## config.mk

```make
export PLATFORM = sky130hd
export DESIGN_NAME = cordic_sincos_iter_core
export DESIGN_NICKNAME = d
export VERILOG_FILES = /design/src/rtl/cordic_sincos_iter_core_pkg.sv /design/src/rtl/cordic_sincos_iter_core_microrot.sv /design/src/rtl/cordic_sincos_iter_core.sv
export SDC_FILE = /design/constraint.sdc
export NUM_CORES = 1
export LEC_CHECK = 0
export CORE_ASPECT_RATIO = 0.9
export CORE_UTILIZATION = 37
export CTS_BUF_LIST = sky130_fd_sc_hd__clkbuf_2 sky130_fd_sc_hd__clkbuf_4 sky130_fd_sc_hd__clkbuf_8
export CTS_CLUSTER_DIAMETER = 80
export DETAILED_ROUTE_END_ITERATION = 10
export GPL_TIMING_DRIVEN = 0
export RECOVER_POWER = 50
export SLEW_MARGIN = 5
export SYNTH_ARGS = -nofsm -noshare
export SYNTH_HDL_FRONTEND = slang
export SYNTH_HIERARCHICAL = 1
export SYNTH_SLANG_ARGS = --single-unit
```

## constraint.sdc

```tcl
create_clock -name i_clk -period 6.25 [get_ports i_clk]
set_input_delay 0.9375 -clock i_clk [delete_from_list [all_inputs] [get_ports i_clk]]
set_output_delay 0.9375 -clock i_clk [all_outputs]
set_load 0.02 [all_outputs]
```

## src/rtl/cordic_sincos_iter_core_pkg.sv

```systemverilog
// Shared CORDIC sin/cos constants: atan table in Q2.30, stage limit and iterative engine states.
package pkg_cordic_sincos;

  localparam int MAX_STAGES  = 24;
  localparam int MAX_D_WIDTH = 32;
  localparam int ITER_W      = $clog2(MAX_STAGES);

  // atan(2^-i) in Q2.30; narrowed to the datapath width by round-half-up, as K is
  localparam logic [MAX_D_WIDTH-1:0] ATAN [MAX_STAGES] = '{
    32'h3243F6A8, 32'h1DAC6705, 32'h0FADBAFC, 32'h07F56EA6,
    32'h03FEAB76, 32'h01FFD55B, 32'h00FFFAAA, 32'h007FFF55,
    32'h003FFFEA, 32'h001FFFFD, 32'h000FFFFF, 32'h0007FFFF,
    32'h0003FFFF, 32'h0001FFFF, 32'h0000FFFF, 32'h00007FFF,
    32'h00003FFF, 32'h00001FFF, 32'h00000FFF, 32'h000007FF,
    32'h000003FF, 32'h000001FF, 32'h000000FF, 32'h0000007F
  };

  typedef enum logic [1:0] {IDLE, ROTATE, DONE} cordic_iter_state_t;

  function automatic logic [MAX_D_WIDTH-1:0] atan_rnd(input logic [ITER_W-1:0] idx,
                                                      input int bits);
    logic [MAX_D_WIDTH-1:0] v;
    if (int'(idx) >= MAX_STAGES) return '0;
    v = ATAN[idx] + (MAX_D_WIDTH'(1) << (MAX_D_WIDTH - bits - 1));
    return v >> (MAX_D_WIDTH - bits);
  endfunction

endpackage

```

## src/rtl/cordic_sincos_iter_core_microrot.sv

```systemverilog
// One combinational CORDIC rotation-mode step; direction follows the sign of the residual angle.
module cordic_sincos_microrot
  import pkg_cordic_sincos::*;
#(
  parameter int BITS = 16
) (
  input  logic signed [BITS-1:0] x_i,
  input  logic signed [BITS-1:0] y_i,
  input  logic signed [BITS-1:0] z_i,
  input  logic [ITER_W-1:0]      shift_i,
  input  logic signed [BITS-1:0] atan_i,
  output logic signed [BITS-1:0] x_o,
  output logic signed [BITS-1:0] y_o,
  output logic signed [BITS-1:0] z_o
);

  logic signed [BITS-1:0] xs, ys;
  logic                   pos;

  assign xs  = x_i >>> shift_i;
  assign ys  = y_i >>> shift_i;
  assign pos = ~z_i[BITS-1];

  assign x_o = pos ? x_i - ys     : x_i + ys;
  assign y_o = pos ? y_i + xs     : y_i - xs;
  assign z_o = pos ? z_i - atan_i : z_i + atan_i;

endmodule

```

## src/rtl/cordic_sincos_iter_core.sv

```systemverilog
// Iterative CORDIC sin/cos engine: one micro-rotation per enabled cycle, one sample in flight.
// Build option CORDIC_SINCOS_ITER_DROP_CNT_EN adds a saturating count of refused samples.
module cordic_sincos_iter_core
  import pkg_cordic_sincos::*;
#(
  parameter int STAGES = 16,
  parameter int BITS   = 16
) (
  input  logic            i_clk,
  input  logic            i_rst_n,
  input  logic            i_en,
  input  logic            i_valid,
  input  logic            i_sign,
  input  logic [BITS-1:0] i_cos,
  input  logic [BITS-1:0] i_sin,
  input  logic [BITS-1:0] i_theta,
  output logic            o_ready,
  output logic            o_valid,
  input  logic            i_ready,
  output logic [BITS-1:0] o_cos,
  output logic [BITS-1:0] o_sin
`ifdef CORDIC_SINCOS_ITER_DROP_CNT_EN
  ,
  output logic [15:0]     o_drop_cnt
`endif
);

  if (STAGES < 2 || STAGES > MAX_STAGES) begin : g_bad_stages
    $error("STAGES out of range");
  end

  localparam logic signed [BITS-1:0] SMIN = {1'b1, {(BITS-1){1'b0}}};
  localparam logic signed [BITS-1:0] SMAX = {1'b0, {(BITS-1){1'b1}}};

  function automatic logic signed [BITS-1:0] neg_sat(input logic signed [BITS-1:0] v);
    if (v == SMIN) return SMAX;
    return -v;
  endfunction

  cordic_iter_state_t     state_q;
  logic [ITER_W-1:0]      iter_q;
  logic signed [BITS-1:0] x_q, y_q, z_q;
  logic                   sign_q;
  logic                   valid_q;
  logic [BITS-1:0]        cos_q, sin_q;

  logic signed [BITS-1:0] x_d, y_d, z_d, atan_cur;
  logic                   accept, last;

  assign o_ready  = (state_q == IDLE) || ((state_q == DONE) && i_ready);
  assign accept   = i_en && i_valid && o_ready;
  assign last     = (iter_q == ITER_W'(STAGES - 1));
  assign atan_cur = BITS'(atan_rnd(iter_q, BITS));

  cordic_sincos_microrot #(.BITS(BITS)) u_rot (
    .x_i    (x_q),
    .y_i    (y_q),
    .z_i    (z_q),
    .shift_i(iter_q),
    .atan_i (atan_cur),
    .x_o    (x_d),
    .y_o    (y_d),
    .z_o    (z_d)
  );

  always_ff @(posedge i_clk or negedge i_rst_n) begin
    if (!i_rst_n) begin
      state_q <= IDLE;
      iter_q  <= '0;
      x_q     <= '0;
      y_q     <= '0;
      z_q     <= '0;
      sign_q  <= 1'b0;
      valid_q <= 1'b0;
      cos_q   <= '0;
      sin_q   <= '0;
    end else if (i_en) begin
      unique case (state_q)
        ROTATE: begin
          x_q    <= x_d;
          y_q    <= y_d;
          z_q    <= z_d;
          iter_q <= iter_q + ITER_W'(1);
          if (last) begin
            cos_q   <= sign_q ? neg_sat(x_d) : x_d;
            sin_q   <= sign_q ? neg_sat(y_d) : y_d;
            valid_q <= 1'b1;
            state_q <= DONE;
          end
        end
        DONE: begin
          if (i_ready) begin
            valid_q <= 1'b0;
            state_q <= IDLE;
          end
        end
        default: ;
      endcase
      // accept is only possible in IDLE or a draining DONE, so it overrides the branch above
      if (accept) begin
        x_q     <= i_cos;
        y_q     <= i_sin;
        z_q     <= i_theta;
        sign_q  <= i_sign;
        iter_q  <= '0;
        state_q <= ROTATE;
      end
    end
  end

  assign o_valid = valid_q;
  assign o_cos   = cos_q;
  assign o_sin   = sin_q;

`ifdef CORDIC_SINCOS_ITER_DROP_CNT_EN
  logic [15:0] drop_q, drop_d;

  always_comb begin
    drop_d = drop_q;
    if (i_en && i_valid && !o_ready && drop_q != 16'hFFFF) drop_d = drop_q + 16'd1;
  end

  always_ff @(posedge i_clk or negedge i_rst_n) begin
    if (!i_rst_n) drop_q <= '0;
    else          drop_q <= drop_d;
  end

  assign o_drop_cnt = drop_q;
`endif

endmodule
```

==> flow_metrics.py, run 1 <==
metrics = {
    "sta": {
        "setup_viol": 0,
        "max_freq_mhz": 167,
        "period_needed_ns": 5.97,
        "hold_viol": 0,
        "timing.clock.skew_ns": 0.0128,
        "worst_pin_slew_ns": 2.66,
        "relSlewSlack_pct": -77.3,
        "fin_crit_sh_pct": 95.6,
        "maxSlewViolCount": 92,
    },
    "clocking": {
        "cts_sinks": 89,
        "cts_tree": "built",
        "htree_num_levels": 3,
        "clk_pin_slew_ns": 0.09,
        "cts_root_buffer": "clkbuf_8",
        "clock_latency_ns": 0.39,
        "clockBufferDepth": 2,
        "cts_buffers": 9,
    },
    "place": {
        "place.gp.congestion": 0.959,
        "dp_hpwl_microns": 24900,
        "dp.cells": 1603,
        "io_buffers": 87,
    },
    "route": {
        "antenna_left": 0,
        "vias": 9315,
        "drt_iter0_drc": 786,
        "routedWlPerCell_microns": 19.7,
        "routed_via_density": 5.74,
        "drc_errors": 0,
        "routed_wl_microns": 32000,
        "dr.pass1.iters": 6,
    },
    "global_route": {
        "grt_pass1_wl_microns": 49800,
        "grt_max_degree": 47,
        "grt_pass1_vias": 8836,
        "antenna_found_initial": 0,
        "grt.total_usage_pct": 24.3,
        "grt.overflow.total": 0,
    },
    "outcome": {
        "status": "finished with violations",
        "failed_checks": "capacitance limit, slew limit",
    },
    "floorplan": {
        "die_y_microns": 155,
        "rows": 55,
        "die_area_sq_um": 26800,
        "initial_core_util_pct": 38.1,
        "coreArea_sq_um": 25400,
        "fp.dieW_microns": 172,
        "boundaryPins": 88,
    },
    "critical_path": {
        "cp-end-kind": "register",
        "required_ns": 6.52,
        "ff2ff_path_depth": 22,
        "timing.rr.start": "iter_q[1]",
        "r2r_end": "o_sin[15]",
        "worstSetupPathType": "register to register",
        "startpoint_type": "register",
        "r2r_slack_ns": 0.28,
        "path_max_fanout": 10,
        "cp.arrival_ns": 6.25,
    },
    "synthesis": {
        "synth_area_sq_um": 9670,
        "ys.warnings.count": 6,
        "synth-async-reset-ratio_pct": 100,
        "synth_cells": 1171,
        "synth-edff-count": 0,
        "yosysUniqueCellTypes": 95,
        "ys.flop_type": "dfrtp_1",
        "yosys_register_bits": 89,
        "avgSynthCellArea_sq_um": 8.26,
        "ys_seq_area_share_pct": 23.0,
    },
    "hold_path": {
        "hold_depth": 2,
        "hp-class": "register to register",
        "hold_end": "o_sin[3]",
        "hp-start": "o_sin[3]",
    },
    "final_layout": {
        "final_common_cell": "nand2_1",
        "antenna_cells": 0,
        "finalNetCount": 1393,
        "layoutNonFillerInstCount": 1622,
        "final_cell_mix": "nand2_1, nor2_1, dfrtp_1",
        "area_delta_synth_final_pct": 17.5,
        "drive_gt1_share_pct": 9.38,
    },
    "run": {
        "cap_violations": 2,
    },
}
## registers in the layout, indices dropped and copies added (netlist names)
name and flops:
o_cos 16, o_sin 16, x_q 16, y_q 16
z_q 16, iter_q 5, state_q 2, o_valid 1
sign_q 1
## cell usage after synthesis, drive strengths merged, types with 10 or more instances
cell type	n	area, sq um
a22oi	50	375
a21oi	86	438
nor2	101	379
inv	40	150
mux4	29	687
nor3	29	161
ha	61	763
mux2i	20	204
nand3	21	110
a21o	14	105
o31ai	14	110
and2	11	68.8
a31oi	19	119
xnor2	52	455
dfrtp	89	2230
and3	10	62.6
nand2b	17	106
clkbuf	47	176
nand2	179	674
xor2	54	473
buf	21	145
o21ai	51	255
## layout make-up
type                    count  area (sq um)
plain buffers              68           333
flip-flops and latches     89          2230
clock buffers              12           153
repair buffers             91           891
multi-input cells         975          7100
clock inverters             4          76.3
inverters                  41           154
fillers                  2518         14000
well taps                 342           428
## worst max-delay path by stage
| stage | startpoint | endpoint |
|---|---|---|
| finish | iter_q[1] | o_sin[15] |
| global route | iter_q[0] | o_cos[15] |
| CTS | iter_q[0] | o_sin[15] |
| detailed placement | iter_q[0] | o_sin[15] |
| global placement | iter_q[0] | o_sin[15] |
| floorplan | iter_q[0] | o_sin[15] |
## cell families after synthesis
kind of cell / synth area share (%)
fa+ha+maj: 8.51
buf+inv: 4.92
simple gates: 21.1
xor+xnor: 9.60
other cells: 0.0388
mux: 10.3
compound gates: 22.5
flops: 23.0
## layer usage
layer | track usage [%] | vias to the layer above | wire length (microns)
li1 | - | 4486 | -
met1 | 33.5 | 4500 | 14500
met2 | 38.6 | 291 | 14700
met3 | 4.60 | 38 | 2100
met4 | 6.53 | 0 | 706
met5 | 0 | - | 0
## critical path, stage by stage, from the launching register on
cell and delay [ns]:
dfrtp_2 0.43, buf_6 0.20, clkbuf_4 0.27, buf_4 0.23, mux4_2 0.34, a22oi_1 0.20
o21a_1 0.17, and2_1 0.18, ha_1 0.25, a21oi_2 0.22, ha_1 0.26, nor2b_1 0.14
o31a_1 0.30, o41ai_4 0.27, o2111a_1 0.30, a21oi_1 0.11, a31o_2 0.27, xor2_1 0.20
or4_1 0.58, or2_1 0.30, nor3_4 0.26, and3b_1 0.21, o22a_1 0.17
## stage by stage
| stage | setup TNS (ns) | utilization, % | hold WS, ns | worst slack (ns) | cell area (sq um) |
|---|---|---|---|---|---|
| after floorplan | 0 | - | 0.444 | 0.797 | 9680 |
| after CTS | 0 | 44.3 | 0.490 | 0.0321 | 11300 |
| after global routing | -0.0141 | 44.8 | 0.506 | -0.0141 | 11400 |
| after detailed placement | -2.38 | 43.3 | 0.466 | -0.216 | 11000 |
| after global placement | -4.47 | 43.2 | 0.459 | -0.350 | 11000 |
| final | 0 | 44.8 | 0.480 | 0.278 | 11400 |
## timing repair
action / CTS / global route
buffers inserted: 0 / 3
gates cloned: 0 / 0
hold buffers: 0 / 0
endpoints found under the setup margin: 17 / 34
resized for setup: 4 / 25
pin swaps: 0 / 2
Power of run 1 is left out: the tool's default activity adds up to more than one toggle a clock period on the data nets, which glitch-free logic cannot reach.
==> inputs of run 2 (changes only) <==
Settings changed: ABC_AREA set to 1.
==> flow_metrics.py, run 2 <==
metrics = {
    "outcome": {
        "status": "finished with violations",
        "failed_checks": "capacitance limit, slew limit",
    },
    "sta": {
        "maxSlewViolCount": 92,
        "setup_viol": 0,
        "period_needed_ns": 5.59,
        "max_freq_mhz": 179,
        "hold_viol": 0,
        "fin_crit_sh_pct": 89.5,
        "timing.clock.skew_ns": 0.0235,
        "rsz0062_at_grt": "no",
        "relSlewSlack_pct": -98.8,
        "fin_tns_setup_ns": 0,
        "fin_ws_ns": 0.659,
        "worst_pin_slew_ns": 2.98,
    },
    "final_layout": {
        "finalNetCount": 1735,
        "area_delta_synth_final_pct": 15.4,
        "final_cell_mix": "nand2_1, nand3_1, inv_1",
        "drive_gt1_share_pct": 6.41,
        "antenna_cells": 0,
        "fillers": 2749,
        "final_common_cell": "nand2_1",
    },
    "critical_path": {
        "crit_start": "iter_q[4]",
        "max_stage_delay_ns": 0.56,
        "ff2ff_path_depth": 24,
        "cp.arrival_ns": 5.90,
        "required_ns": 6.56,
        "startpoint_type": "register",
        "path_cells": "nor2_1 -> clkbuf_1 -> nand2_1 -> nor2_1 -> nor2_2 -> ha_1 -> o21ai_0 -> ha_1 -> a21oi_1 -> nand2_1 -> a21oi_1 -> o21ai_0 -> a21boi_0 -> o21ai_0 -> nand2_1 -> nand2_1 -> xor2_1 -> nor3_1 -> nand4_1 -> nand2_2 -> inv_1 -> nand3_1 -> nand2_1 -> inv_1",
        "path_common_cell": "nand2_1",
        "cp-end-kind": "register",
        "timing.rr.start": "iter_q[4]",
        "r2r_slack_ns": 0.66,
        "cp_slowest_cell": "dfrtp_1",
        "path_max_fanout": 11,
        "r2r_end": "o_sin[14]",
        "worstSetupPathType": "register to register",
        "worstSetupEndpoint": "o_sin[14]",
    },
    "floorplan": {
        "die_area_sq_um": 26700,
        "die_y_microns": 155,
        "boundaryPins": 88,
        "rows": 55,
        "fp.dieW_microns": 172,
        "coreArea_sq_um": 25300,
        "initial_core_util_pct": 38.0,
    },
    "clocking": {
        "clockBufferDepth": 2,
        "cts_tree": "built",
        "cts_buffers": 9,
        "postCtsHoldBufs": 0,
        "cts_resized": 0,
        "cts_root_buffer": "clkbuf_8",
        "clk_pin_slew_ns": 0.11,
        "htree_num_levels": 3,
        "cts_sinks": 89,
        "postCtsSetupBuffers": 0,
        "clock_latency_ns": 0.42,
    },
    "hold_path": {
        "hp-class": "register to register",
    },
    "global_route": {
        "grt.overflow.total": 0,
        "grt.total_usage_pct": 24.7,
        "grt_pass1_wl_microns": 50800,
        "use_met3_pct": 3.69,
        "busiest_layer": "met2",
        "grtUsageMet1_pct": 35.7,
        "antenna_found_initial": 0,
        "grt_pass1_vias": 9617,
        "grt_max_degree": 53,
        "use_met2_pct": 37.2,
    },
    "synthesis": {
        "ys_seq_area_share_pct": 23.1,
        "synth_cells": 1516,
        "yosysTopAreaCellShare_pct": 23.1,
        "yosys_register_bits": 89,
        "synth-async-reset-ratio_pct": 100,
        "synth_area_sq_um": 9630,
        "yosysMostFrequentCell": "nand2_1",
        "yosysUniqueCellTypes": 50,
        "synth_top_cells_by_count": "nand2_1, nand3_1, inv_1",
        "ys.warnings.count": 6,
        "synth_top_area_cell": "dfrtp_1",
        "synth-edff-count": 0,
        "avgSynthCellArea_sq_um": 6.35,
        "synthTopCellsByArea": "dfrtp_1, nand2_1, ha_1",
        "ys.flop_type": "dfrtp_1",
    },
    "route": {
        "routedWlPerCell_microns": 16.0,
        "routed_via_density": 5.15,
        "dr.pass1.iters": 5,
        "vias": 10100,
        "drt_iter0_drc": 783,
        "antenna_left": 0,
        "drc_errors": 0,
        "routed_wl_microns": 31500,
    },
    "place": {
        "io_buffers": 87,
        "place.gp.congestion": 0.939,
        "pre_cts_ws_ns": 0.761,
        "dp_hpwl_microns": 25200,
    },
    "run": {
        "cap_violations": 2,
    },
}
==> run 2: cell count changes after synthesis, sizes merged, moves of 14 or more <==
cell    change
a21oi      -18
a31oi      -15
buf        +16
clkbuf     -34
inv       +106
mux2i      -20
mux4       -29
nand2     +358
nand2b     -17
nand3     +132
nor2       +39
nor3       -16
xnor2      -22
xor2       +14
==> run 2: area by class of cell <==
| type | instances | area [sq um] | share of cell area (%) |
|---|---|---|---|
| timing repair buffer | 88 | 868 | 7.82 |
| buffer | 50 | 275 | 2.48 |
| inverter | 147 | 559 | 5.03 |
| sequential | 89 | 2230 | 20.0 |
| tap | 342 | 428 | 3.85 |
| clock buffer | 11 | 145 | 1.31 |
| multi-input combinational | 1232 | 6580 | 59.2 |
| clock inverter | 5 | 31.3 | 0.282 |
==> run 2: logic make-up after synthesis <==
kind of cell    share of synthesized area (%)
xor+xnor                                 8.91
other cells                            0.0389
buf+inv                                  8.68
compound gates                           12.8
flops                                    23.1
simple gates                             37.9
fa+ha+maj                                8.55
==> run 2: worst max-delay path: cells and delay by family (launching register included) <==
| kind | cells | cell delay (ns) |
|---|---|---|
| AND/OR/NAND/NOR | 12 | 1.77 |
| AO/OA/AOI/OAI | 6 | 1.50 |
| buffers and inverters | 3 | 0.75 |
| flip-flops | 1 | 0.56 |
| adder cells (fa/ha/maj) | 2 | 0.52 |
| XOR/XNOR | 1 | 0.39 |
==> run 2: worst min path at each step <==
stage                           to     start  cells after the start
final                      o_valid   o_valid                      2
after global routing      o_sin[2]  o_sin[2]                      2
after CTS                  o_valid   o_valid                      2
after detailed placement   o_valid   o_valid                      2
after global placement     o_valid   o_valid                      2
after floorplan             z_q[0]    z_q[0]                      2
==> run 2: metal layers <==
layer	share of wire (%)	wire length [microns]
met3	5.9	1860
met4	2.7	850
met5	0	0
met2	42	13400
met1	49	15400
==> run 2: through the flow <==
stage | utilization, % | area [sq um] | cells | hold slack (ns)
finish | 43.9 | 11100 | 1964 | 0.491
global route | 43.9 | 11100 | 1964 | 0.521
CTS | 44.0 | 11100 | 1964 | 0.492
detailed placement | 43.3 | 11000 | 1948 | 0.463
global placement | 43.2 | 10900 | 1947 | 0.464
floorplan | - | 9640 | 1518 | 0.456
Power of run 2 is left out for the same reason.
==> inputs of run 3 (changes only) <==
Settings changed: GPL_TIMING_DRIVEN 0 to unset.
==> flow_metrics.py, run 3 (synthesized netlist as in run 2, its figures left out) <==
metrics = {
    "outcome": {
        "status": "finished with violations",
        "failed_checks": "capacitance limit, slew limit",
    },
    "clocking": {
        "clk_pin_slew_ns": 0.11,
        "cts_root_buffer": "clkbuf_8",
        "cts_buffers": 9,
        "cts_sinks": 89,
        "clockBufferDepth": 2,
        "cts_tree": "built",
        "clock_latency_ns": 0.40,
        "postCtsHoldBufs": 0,
        "htree_num_levels": 3,
        "postCtsSetupBuffers": 0,
    },
    "sta": {
        "setup_viol": 0,
        "fin_ws_ns": 0.840,
        "timing.clock.skew_ns": 0.0192,
        "period_needed_ns": 5.41,
        "relSlewSlack_pct": -43.9,
        "worst_pin_slew_ns": 2.16,
        "max_freq_mhz": 185,
        "fin_tns_setup_ns": 0,
        "maxSlewViolCount": 40,
        "rsz0062_at_grt": "no",
        "hold_viol": 0,
        "fin_crit_sh_pct": 86.6,
    },
    "critical_path": {
        "cp_slowest_cell": "inv_1",
        "required_ns": 6.55,
        "max_stage_delay_ns": 0.65,
        "worstSetupPathType": "register to register",
        "startpoint_type": "register",
        "worst-path-buf-inv": 5,
        "cp_top_family": "simple AND/OR/NAND/NOR gates",
        "cp-end-kind": "register",
        "path_max_fanout": 27,
        "path_common_cell": "nand2_1",
        "cp.arrival_ns": 5.71,
        "r2r_slack_ns": 0.84,
    },
    "route": {
        "routed_via_density": 5.13,
        "routedWlPerCell_microns": 14.9,
        "routed_wl_microns": 28900,
        "dr.pass1.iters": 5,
        "drc_errors": 0,
        "antenna_left": 0,
        "drt_iter0_drc": 719,
        "vias": 9905,
    },
    "global_route": {
        "grt.overflow.total": 0,
        "grt_pass1_wl_microns": 47400,
        "antenna_found_initial": 0,
        "grt.total_usage_pct": 22.4,
        "grt_max_degree": 52,
        "grt_pass1_vias": 9395,
    },
    "run": {
        "cap_violations": 1,
    },
    "final_layout": {
        "finalNetCount": 1702,
        "multi_input_area_sq_um": 6570,
        "final_cell_mix": "nand2_1, nand3_1, inv_1",
        "fillers": 2743,
        "final_area_sq_um": 11000,
        "final_common_cell": "nand2_1",
        "area_delta_synth_final_pct": 14.1,
        "antenna_cells": 0,
        "drive_gt1_share_pct": 5.54,
        "seqCellArea_sq_um": 2230,
    },
    "place": {
        "pre_cts_ws_ns": 0.764,
        "place.gp.congestion": 0.903,
        "dp_hpwl_microns": 22200,
        "place_area_sq_um": 10800,
        "io_buffers": 87,
    },
    "floorplan": {
        "fp.dieW_microns": 172,
        "die_y_microns": 155,
        "initial_core_util_pct": 38.0,
        "die_area_sq_um": 26700,
        "rows": 55,
        "boundaryPins": 88,
        "coreArea_sq_um": 25300,
    },
    "hold_path": {
        "hp-class": "register to register",
    },
}
-- run 3: cell types whose count changed in the layout (fill, tap and decap cells not counted), sizes merged --
cell    before  now
buf         36   17
bufinv       0    1
clkbuf      27   12
clkinv       5    3
inv        146  148
-- run 3: timing repair --
action | 4_1_cts | 5_1_grt
endpoints found under the hold margin | 0 | 0
gates resized for setup | 0 | 1
endpoints found under the setup margin | 0 | 8
-- run 3: final timing paths --
kind	from	endpoint	cells past startpoint
min reg2reg	o_cos[11]	o_cos[11]	2
max	iter_q[1]	o_sin[14]	28
min	o_cos[11]	o_cos[11]	2
min in group asynchronous	i_rst_n	z_q[7]	1
max reg2reg	iter_q[1]	o_sin[14]	28
max in group asynchronous	i_rst_n	iter_q[0]	2
-- run 3: metal layers --
| metal | up-vias | wire length [microns] | track usage (%) |
|---|---|---|---|
| met4 | 0 | 370 | 4.97 |
| met2 | 234 | 12800 | 35.6 |
| met1 | 4580 | 14200 | 31.2 |
| li1 | 5064 | - | - |
| met3 | 27 | 1500 | 4.15 |
| met5 | - | 0 | 0 |
-- run 3: per-stage QoR --
step | utilization (%) | instances | hold slack (ns)
floorplan | - | 1518 | 0.456
global placement | 42.6 | 1915 | 0.465
detailed placement | 42.6 | 1915 | 0.465
CTS | 43.4 | 1931 | 0.501
global route | 43.4 | 1931 | 0.521
finish | 43.4 | 1931 | 0.494
-- run 3: worst reg2reg max path: cells and delay by family (launching register included) --
| kind | cells | cell delay, ns |
|---|---|---|
| AOI/OAI and AO/OA | 5 | 1.18 |
| xor gates and xnor gates | 2 | 0.46 |
| adders and majority gates | 2 | 0.57 |
| buffers and inverters | 5 | 1.23 |
| DFF | 1 | 0.39 |
| and+or+nand+nor | 14 | 1.49 |
-- run 3: area by class of cell --
cell class / instances / share of cell area (%)
clock buffers: 10 / 1.20
clock inverters: 6 / 0.683
inverters: 147 / 5.09
multi-input cells: 1232 / 59.8
flip-flops and latches: 89 / 20.3
well taps: 342 / 3.89
repair buffers: 105 / 9.07
Power of run 3 is left out for the same reason.
